### src/rtl/uart_rx_pkt_ctrl.sv
`timescale 1ns/1ps
// uart_rx_pkt_ctrl
// Purpose     : frames the UART receiver byte stream (SYNC, LEN, payload[LEN], optional
//               checksum) into a single packet buffer that is handed off with a valid/ack handshake.
// Latency     : pkt_valid rises 1 clk after the last accepted byte strobe. Error pulses appear
//               1 clk after the offending strobe or gap expiry.
// Backpressure: none towards the receiver. Bytes that arrive while a packet is held are
//               dropped and flagged with err_overrun.
//
// Build macro : UART_PKT_CHECKSUM_EN
//               defined   -> a trailing checksum byte is expected, with (LEN+payload+CHK) mod 256 == 0
//               undefined -> no checksum byte. HOLD follows the last payload byte and err_chk is tied 0.
//
// Ports:
//   clk, rst_n        clock, synchronous active-low reset
//   rx_data/rx_ready  byte from the receiver; one byte per high cycle of rx_ready
//   pkt_valid/pkt_ack packet held / consumer releases it
//   pkt_len           payload length of the held packet (0 when nothing is held)
//   rd_addr/rd_data   combinational buffer read port (8'h00 beyond MAX_LEN)
//   err_len/err_chk/err_timeout/err_overrun   single-cycle, mutually exclusive error pulses
module uart_rx_pkt_ctrl #(
   parameter int unsigned MAX_LEN      = 16,
   parameter logic [7:0]  SYNC_BYTE    = 8'hA5,
   parameter int unsigned TIMEOUT_CLKS = 260420
) (
   input  logic       clk,
   input  logic       rst_n,
   input  logic [7:0] rx_data,
   input  logic       rx_ready,
   output logic       pkt_valid,
   input  logic       pkt_ack,
   output logic [4:0] pkt_len,
   input  logic [3:0] rd_addr,
   output logic [7:0] rd_data,
   output logic       err_len,
   output logic       err_chk,
   output logic       err_timeout,
   output logic       err_overrun
);

   localparam int GAP_W = $clog2(TIMEOUT_CLKS + 1);
   localparam logic [GAP_W-1:0] GAP_LAST = GAP_W'(TIMEOUT_CLKS - 1);

   typedef enum logic [2:0] {
      S_IDLE,
      S_LEN,
      S_PAYLOAD,
`ifdef UART_PKT_CHECKSUM_EN
      S_CHK,
`endif
      S_HOLD
   } state_t;

   state_t           state_q, state_d;
   logic [4:0]       len_q, len_d;
   logic [4:0]       idx_q, idx_d;
   logic [GAP_W-1:0] gap_q, gap_d;
   logic             wr_en;
   logic             err_len_q, err_len_d;
   logic             err_to_q, err_to_d;
   logic             err_ovr_q, err_ovr_d;
   logic             pkt_valid_q;
   logic [4:0]       pkt_len_q;
   logic [7:0]       buf_q [MAX_LEN];
`ifdef UART_PKT_CHECKSUM_EN
   logic [7:0]       sum_q, sum_d;
   logic             err_chk_q, err_chk_d;
`endif

   // Next-state / datapath control
   always_comb begin
      state_d   = state_q;
      len_d     = len_q;
      idx_d     = idx_q;
      gap_d     = '0;
      wr_en     = 1'b0;
      err_len_d = 1'b0;
      err_to_d  = 1'b0;
      err_ovr_d = 1'b0;
`ifdef UART_PKT_CHECKSUM_EN
      sum_d     = sum_q;
      err_chk_d = 1'b0;
`endif

      case (state_q)
         S_IDLE: begin
            if (rx_ready && (rx_data == SYNC_BYTE)) begin
               state_d = S_LEN;
`ifdef UART_PKT_CHECKSUM_EN
               sum_d   = 8'h00;
`endif
            end
         end

         S_LEN: begin
            gap_d = rx_ready ? '0 : gap_q + 1'b1;
            if (rx_ready) begin
               if ((rx_data != 8'h00) && (rx_data <= 8'(MAX_LEN))) begin
                  len_d   = rx_data[4:0];
                  idx_d   = 5'd0;
                  state_d = S_PAYLOAD;
`ifdef UART_PKT_CHECKSUM_EN
                  sum_d   = rx_data;
`endif
               end else begin
                  err_len_d = 1'b1;
                  state_d   = S_IDLE;
               end
            end else if (gap_q == GAP_LAST) begin
               err_to_d = 1'b1;
               state_d  = S_IDLE;
            end
         end

         S_PAYLOAD: begin
            gap_d = rx_ready ? '0 : gap_q + 1'b1;
            if (rx_ready) begin
               wr_en = 1'b1;
               idx_d = idx_q + 5'd1;
`ifdef UART_PKT_CHECKSUM_EN
               sum_d = sum_q + rx_data;
`endif
               if (idx_q == len_q - 5'd1) begin
`ifdef UART_PKT_CHECKSUM_EN
                  state_d = S_CHK;
`else
                  state_d = S_HOLD;
`endif
               end
            end else if (gap_q == GAP_LAST) begin
               err_to_d = 1'b1;
               state_d  = S_IDLE;
            end
         end

`ifdef UART_PKT_CHECKSUM_EN
         S_CHK: begin
            gap_d = rx_ready ? '0 : gap_q + 1'b1;
            if (rx_ready) begin
               if ((sum_q + rx_data) == 8'h00) begin
                  state_d = S_HOLD;
               end else begin
                  err_chk_d = 1'b1;
                  state_d   = S_IDLE;
               end
            end else if (gap_q == GAP_LAST) begin
               err_to_d = 1'b1;
               state_d  = S_IDLE;
            end
         end
`endif

         S_HOLD: begin
            // A drop and a release in the same cycle both take effect.
            err_ovr_d = rx_ready;
            if (pkt_ack) begin
               state_d = S_IDLE;
            end
         end

         default: state_d = S_IDLE;
      endcase
   end

   // State, datapath and registered outputs
   always_ff @(posedge clk) begin
      if (!rst_n) begin
         state_q     <= S_IDLE;
         len_q       <= '0;
         idx_q       <= '0;
         gap_q       <= '0;
         err_len_q   <= 1'b0;
         err_to_q    <= 1'b0;
         err_ovr_q   <= 1'b0;
         pkt_valid_q <= 1'b0;
         pkt_len_q   <= '0;
         for (int i = 0; i < int'(MAX_LEN); i++) begin
            buf_q[i] <= 8'h00;
         end
`ifdef UART_PKT_CHECKSUM_EN
         sum_q       <= 8'h00;
         err_chk_q   <= 1'b0;
`endif
      end else begin
         state_q     <= state_d;
         len_q       <= len_d;
         idx_q       <= idx_d;
         gap_q       <= gap_d;
         err_len_q   <= err_len_d;
         err_to_q    <= err_to_d;
         err_ovr_q   <= err_ovr_d;
         pkt_valid_q <= (state_d == S_HOLD);
         pkt_len_q   <= (state_d == S_HOLD) ? len_d : 5'd0;
         if (wr_en) begin
            buf_q[idx_q[3:0]] <= rx_data;
         end
`ifdef UART_PKT_CHECKSUM_EN
         sum_q       <= sum_d;
         err_chk_q   <= err_chk_d;
`endif
      end
   end

   assign pkt_valid   = pkt_valid_q;
   assign pkt_len     = pkt_len_q;
   assign err_len     = err_len_q;
   assign err_timeout = err_to_q;
   assign err_overrun = err_ovr_q;
`ifdef UART_PKT_CHECKSUM_EN
   assign err_chk     = err_chk_q;
`else
   assign err_chk     = 1'b0;
`endif

   assign rd_data = ({28'd0, rd_addr} < MAX_LEN) ? buf_q[rd_addr] : 8'h00;

endmodule

### config.mk
export PLATFORM = sky130hd
export DESIGN_NAME = uart_rx_pkt_ctrl
export DESIGN_NICKNAME = d
export VERILOG_FILES = /design/src/rtl/uart_rx_pkt_ctrl.sv
export SDC_FILE = /design/constraint.sdc
export NUM_CORES = 1
export LEC_CHECK = 0
export ABC_CLOCK_PERIOD_IN_PS = 2110
export CAP_MARGIN = 40
export CORE_ASPECT_RATIO = 2
export CORE_MARGIN = 3
export CORE_UTILIZATION = 50
export CTS_BUF_LIST = sky130_fd_sc_hd__clkbuf_16
export CTS_CLUSTER_DIAMETER = 150
export DETAILED_ROUTE_END_ITERATION = 12
export PLACE_DENSITY_LB_ADDON = 0.25
export SKIP_LAST_GASP = 1
export SLEW_MARGIN = 20
export SYNTH_ARGS = -nofsm -noshare
export SYNTH_HDL_FRONTEND = slang
export SYNTH_SLANG_ARGS = --single-unit
### constraint.sdc
create_clock -name clk -period 2.11 [get_ports clk]
set_clock_uncertainty 0.1 [all_clocks]
set_input_delay 0.3165 -clock clk [delete_from_list [all_inputs] [get_ports clk]]
set_output_delay 0.3165 -clock clk [all_outputs]
set_load 0.01 [all_outputs]
==> results of run 1 <==
power groups by stage:
stage	sequential (mW)	combinational [mW]	clock (mW)
after floorplan	3.75	0.270	0
final	3.71	0.515	3.04
after detailed placement	3.78	0.515	0
after CTS	3.71	0.506	3.09
after global routing	3.72	0.548	3.22
after global placement	3.78	0.500	0
synthesized netlist by cell type (all sizes together) (11+ instances only):
library cell,count
xnor2,11
nand2,20
nand3,12
and2,113
xor2,13
nor3,26
buf,20
dfxtp,40
edfxtp,128
nor2,42
mux4,40
clkbuf,15
o21ai,17
worst paths after layout:
check	from	endpoint	slack [ns]
setup reg to reg	gap_q[1]	pkt_len[2]	0.06
setup / recovery	buf_q[9][0]	rd_data[0]	-0.26
hold reg to reg	gap_q[12]	gap_q[12]	0.43
hold / removal	gap_q[12]	gap_q[12]	0.43
registers in the layout (all words and copies together), names as in the netlist:
| register | cells |
|---|---|
| buf_q | 128 |
| err_len | 1 |
| err_overrun | 1 |
| err_timeout | 1 |
| gap_q | 18 |
| idx_q | 5 |
| len_q | 5 |
| pkt_len | 5 |
| pkt_valid | 1 |
| state_q | 3 |
kinds of logic (layout without fill, tap and decap cells):
group | after synthesis | after routing | synth area share [%]
AOI/OAI and AO/OA | 29 | 29 | 2.32
and+or+nand+nor | 263 | 263 | 20.0
muxes | 44 | 44 | 12.0
buffers and inverters | 45 | 163 | 2.67
other | 1 | 2 | 0.0479
adders and majority gates | 6 | 6 | 0.959
xor gates and xnor gates | 24 | 24 | 2.68
DFF | 168 | 168 | 59.3
worst max-delay path: stages (launching register included):
cell and delay (ns):
edfxtp_1 0.44, mux4_2 0.47, mux4_2 0.48, buf_6 0.14
timing repair:
| item | in CTS | in global routing |
|---|---|---|
| buffers inserted | 0 | 2 |
| gates resized for setup | 34 | 12 |
| gates cloned | 1 | 0 |
| endpoints found under the setup margin | 8 | 50 |
| pin swaps | 0 | 2 |
routing by layer:
layer  vias up  track usage [%]
li1       2322                -
met1      2476             24.2
met2       134             47.3
met3        47             3.82
met4         0             10.1
met5         -                0
cell type report:
cell class | instances | area, sq um | share of cell area (%)
Inverter | 10 | 37.5 | 0.390
Tap cell | 198 | 248 | 2.57
Clock buffer | 17 | 425 | 4.42
Multi-Input combinational cell | 368 | 3000 | 31.2
Timing Repair Buffer | 121 | 1110 | 11.5
Clock inverter | 15 | 151 | 1.57
Sequential cell | 168 | 4650 | 48.3
metrics by stage:
stage | area [sq um] | hold slack [ns]
finish | 9620 | 0.426
global route | 9620 | 0.446
CTS | 9560 | 0.427
detailed placement | 8980 | 0.417
global placement | 8980 | 0.387
floorplan | 7840 | 0.326
==> flow_metrics.env, run 1 <==
export IMPL_status="complete, but fails checks"
export IMPL_violations="setup timing"
export IMPL_path_max_fanout=1
export IMPL_initial_core_util_pct=51.2
export IMPL_path_clk_slew_ns=0.07
export IMPL_synthCells=580
export IMPL_seqPwrFrac_pct=51.1
export IMPL_place_gp_congestion=0.890
export IMPL_grt_ovfl_total=0
export IMPL_fin_cells=897
export IMPL_clock_sinks=168
export IMPL_postRouteAntennaNets=0
export IMPL_grt_setup_unrepaired="yes"
export IMPL_cellLeakagePower_nw=3.45
export IMPL_setup_slack_ns=-0.256
export IMPL_tritoncts="built"
export IMPL_post_route_min_period_ns=2.37
export IMPL_hp_class="reg -> reg"
export IMPL_n_fill_cell=1154
export IMPL_route_met3_wl_microns=600
export IMPL_cellPowerDensity_nw_per_um2=755
export IMPL_async_reset_ff_share_pct=0
export IMPL_setup_viol=8
export IMPL_final_cell_mix="128 x edfxtp_1, 113 x and2_1, 79 x buf_4"
export IMPL_synth_edf_count=128
export IMPL_track_usage_pct=24.1
export IMPL_dp_hpwl_microns=14300
export IMPL_clockRootBuffer="clkbuf_16"
export IMPL_firstDrtPassIters=5
export IMPL_io_buffers=32
export IMPL_antenna_found_initial=0
export IMPL_p_sw_mw=1.58
export IMPL_die_x_microns=94.5
export IMPL_fin_util_pct=62.9
export IMPL_met2_length_microns=11500
export IMPL_layout_drive_gt1_share_pct=28.5
export IMPL_drt_wl_total_microns=18900
export IMPL_combPwrFrac_pct=7.1
export IMPL_min_period_over_period_pct=112
export IMPL_reg2regPathDepth=7
export IMPL_htree_levels=4
export IMPL_synth_seq_cells=168
export IMPL_finalMaxSlewViolations=0
export IMPL_cp_data_required_time_ns=1.69
export IMPL_grt_pass1_wl_microns=30200
export IMPL_io_pins=34
export IMPL_drt_iter0_markers=290
export IMPL_ys_flop_type="edfxtp_1"
export IMPL_holdBufCountCts=0
export IMPL_ys_warn_count=0
export IMPL_yosys_area_top_type="edfxtp_1"
export IMPL_dpl_worst_slack_ns=-0.685
export IMPL_tightestPinTransition_ns=0.552
export IMPL_die_y_microns=183
export IMPL_coreArea_sq_um=15300
export IMPL_areaGrowthSynthToFinish_pct=22.9
export IMPL_maxCapViolations=0
export IMPL_cts_buffer_depth=2
export IMPL_drc=0
export IMPL_rows=64
export IMPL_hold_viol=0
export IMPL_wl_per_cell_microns=21.1
export IMPL_yosysUniqueCellTypes=52
export IMPL_yosysSeqAreaShare_pct=59.3
export IMPL_grt_start_max_net_pins=29
export IMPL_ir_worst_vdd_uv=575
export IMPL_synth_area_sq_um=7830
export IMPL_cp_end_kind="output port"
export IMPL_clockPowerShare_pct=41.8
export IMPL_total_power_mw=7.26
export IMPL_topRoutingLayerUsed="met4"
export IMPL_vias=4979
export IMPL_clk_latency_ns=0.42
export IMPL_place_inst=862
export IMPL_fmax_mhz=423
export IMPL_die_area_sq_um=17300
export IMPL_ys_top_cells_by_area="edfxtp_1 49%, mux4_2 12%, dfxtp_1 10%"
export IMPL_synth_avg_cell_area_sq_um=13.5
export IMPL_critPathKind="reg -> out"
export IMPL_p_int_mw=5.69
export IMPL_grt_pass1_vias=5396
export IMPL_cts_buffers=17
export IMPL_nets=708
export IMPL_worstSetupStartpointType="flip-flop"
export IMPL_hold_depth=2
export IMPL_layout_commonest_cell="edfxtp_1"
export IMPL_viasPerCell=5.55
export IMPL_slew_limit_headroom_pct=63.2
export IMPL_synth_top_area_share_pct=49.1
export IMPL_antenna_cells=0
export IMPL_wl_met1_microns=6030
export IMPL_switching_share_pct=21.7
export IMPL_tns_ns=-1.92
export IMPL_worstPathArrival_ns=1.95
No activity file was read; power rests on OpenSTA's default activity.
==> run 2, diff against run 1 <==
Settings changed: CELL_PAD_IN_SITES_DETAIL_PLACEMENT set to 1, CELL_PAD_IN_SITES_GLOBAL_PLACEMENT set to 2, CORE_UTILIZATION 50 to 39.
==> run 2 against run 1 <==
  * The run still ends with setup timing left
  * Worst hold slack improved by 0.0036 ns
  * Via count rose by 0.76%
  * Sequential share of layout area down 1.4 points
  * Clock power increased by 7.6%
  * Sequential cell count stayed put
  * Register-to-register slack gained 0.05 ns
  * Total power grew 3.6%
  * Largest power group unchanged
  * Global-route usage fell by 2.9 points
  * Sequential power is essentially flat
  * Routed wire length increased by 16%
  * First-iteration DRC count down 19%
  * Combinational power up 5.2%
==> flow_metrics.env, run 2 (synthesis results as in run 1) <==
export IMPL_crit_start="buf_q[14][0]"
export IMPL_grt_busiest_layer="met2"
export IMPL_path_clk_slew_ns=0.06
export IMPL_path_buf_inv=1
export IMPL_worstSetupStartpointType="flip-flop"
export IMPL_postRouteAntennaNets=0
export IMPL_status="complete, but fails checks"
export IMPL_cp_end_kind="output port"
export IMPL_post_route_min_period_ns=2.42
export IMPL_holdBufCountCts=0
export IMPL_cellPowerDensity_nw_per_um2=760
export IMPL_rows=72
export IMPL_coreArea_sq_um=19500
export IMPL_fin_util_pct=50.7
export IMPL_slew_limit_headroom_pct=62.2
export IMPL_largestRegisters="buf_q x128, gap_q x18"
export IMPL_setup_viol=8
export IMPL_path_depth=3
export IMPL_largest_reg_flops=128
export IMPL_layout_commonest_cell="edfxtp_1"
export IMPL_crit_chain="mux4_2, mux4_2, buf_6"
export IMPL_met1_usage_pct=19.8
export IMPL_die_y_microns=206
export IMPL_wl_per_cell_microns=22.6
export IMPL_grtUsageMet2_pct=44.0
export IMPL_maxCapViolations=0
export IMPL_die_x_microns=106
export IMPL_finalMaxSlewViolations=0
export IMPL_clockRootBuffer="clkbuf_16"
export IMPL_setup_slack_ns=-0.313
export IMPL_r2r_slack_ns=0.11
export IMPL_place_gp_congestion=0.837
export IMPL_ir_worst_vdd_uv=512
export IMPL_tightestPinTransition_ns=0.567
export IMPL_antenna_cells=0
export IMPL_grt_ovfl_total=0
export IMPL_cts_buffers=17
export IMPL_max_stage_delay_ns=0.53
export IMPL_violations="setup timing"
export IMPL_hp_class="reg -> reg"
export IMPL_groute_layer_met3_usage_pct=3.28
export IMPL_firstDrtPassIters=4
export IMPL_clk_latency_ns=0.42
export IMPL_htree_levels=4
export IMPL_io_pins=34
export IMPL_drt_wl_total_microns=22000
export IMPL_viasPerCell=5.17
export IMPL_io_buffers=32
export IMPL_reg2regPathDepth=9
export IMPL_grt_start_max_net_pins=23
export IMPL_layout_drive_gt1_share_pct=29.8
export IMPL_antenna_found_initial=0
export IMPL_final_cell_mix="128 x edfxtp_1, 113 x and2_1, 88 x buf_4"
export IMPL_rr_endpoint="pkt_len[2]"
export IMPL_cp_data_required_time_ns=1.69
export IMPL_drt_iter0_markers=234
export IMPL_tritoncts="built"
export IMPL_grt_pass1_vias=5646
export IMPL_cp_slowest_cell="mux4_2"
export IMPL_reg2reg_from="len_q[0]"
export IMPL_regMostFlops="buf_q"
export IMPL_fmax_mhz=413
export IMPL_crit_family="multiplexers"
export IMPL_clock_sinks=168
export IMPL_initial_core_util_pct=40.1
export IMPL_critPathKind="reg -> out"
export IMPL_vias=5017
export IMPL_grt_pass1_wl_microns=33800
export IMPL_path_max_fanout=1
export IMPL_min_period_over_period_pct=115
export IMPL_grt_setup_unrepaired="yes"
export IMPL_hold_viol=0
export IMPL_cts_buffer_depth=2
export IMPL_cellLeakagePower_nw=3.60
export IMPL_die_area_sq_um=21900
export IMPL_worstPathArrival_ns=2.01
export IMPL_crit_top_cell="mux4_2"
export IMPL_critPathCapture="rd_data[0]"
export IMPL_areaGrowthSynthToFinish_pct=26.5
export IMPL_nets=720
export IMPL_track_usage_pct=21.2
export IMPL_dp_hpwl_microns=17000
export IMPL_drc=0
export IMPL_fin_hold_ws_ns=0.430
[run 2: cell count changes in the layout (fill, tap and decap cells not counted), sizes merged]
| cell | previous run | this run |
|---|---|---|
| dlygate4sd2 | 1 | 0 |
| clkinvlp | 3 | 1 |
| bufinv | 2 | 4 |
| buf | 97 | 109 |
| clkdlybuf4s15 | 0 | 1 |
[run 2: stage by stage]
stage | setup slack (ns) | instances | power [mW] | TNS [ns] | instance area, sq um
finish | -0.313 | 970 | 7.53 | -2.10 | 9910
global route | -0.374 | 970 | 7.74 | -2.50 | 9910
CTS | -0.332 | 970 | 7.58 | -2.25 | 9860
detailed placement | -0.733 | 937 | 4.32 | -65.06 | 9190
global placement | -0.671 | 937 | 4.29 | -59.49 | 9190
floorplan | -0.182 | 581 | 4.02 | -15.59 | 7840
[run 2: how the worst min path moves through the flow]
stage	from	depth (start not counted)	endpoint	slack, ns
2_1_floorplan	gap_q[0]	1	gap_q[0]	0.33
3_3_place_gp	gap_q[12]	2	gap_q[12]	0.40
3_5_place_dp	gap_q[17]	2	gap_q[17]	0.42
4_1_cts	gap_q[17]	2	gap_q[17]	0.44
5_1_grt	gap_q[16]	2	gap_q[16]	0.45
6_report	gap_q[16]	2	gap_q[16]	0.43
[run 2: power by group]
part | internal, mW | total, mW | switching, mW
registers | 3.66 | 3.72 | 0.0516
clock network | 1.97 | 3.27 | 1.30
logic | 0.286 | 0.542 | 0.256
[run 2: metal layers]
metal  vias up  routed length (microns)
met3        29                      439
met4         0                      588
met5         -                        0
li1       2341                        -
met1      2557                     7170
met2        90                    13800
[run 2: cell type report]
type	count	area, sq um
timing repair buffer	133	1250
sequential	168	4650
inverter	10	37.5
fill	2030	9640
clock buffer	17	425
tap	259	324
clock inverter	15	188
multi-input combinational	368	3040
[run 2: repair_timing]
action | CTS | global route
pin swaps | 0 | 2
resized for setup | 46 | 11
setup buffers | 0 | 0
endpoints found under the setup margin | 11 | 32
cloned | 1 | 0
[run 2: tightest hold or removal path: cells and delay by family (launching register included)]
family	cells	cell delay, ns
DFF	1	0.35
xor gates and xnor gates	1	0.08
and+or+nand+nor	1	0.07
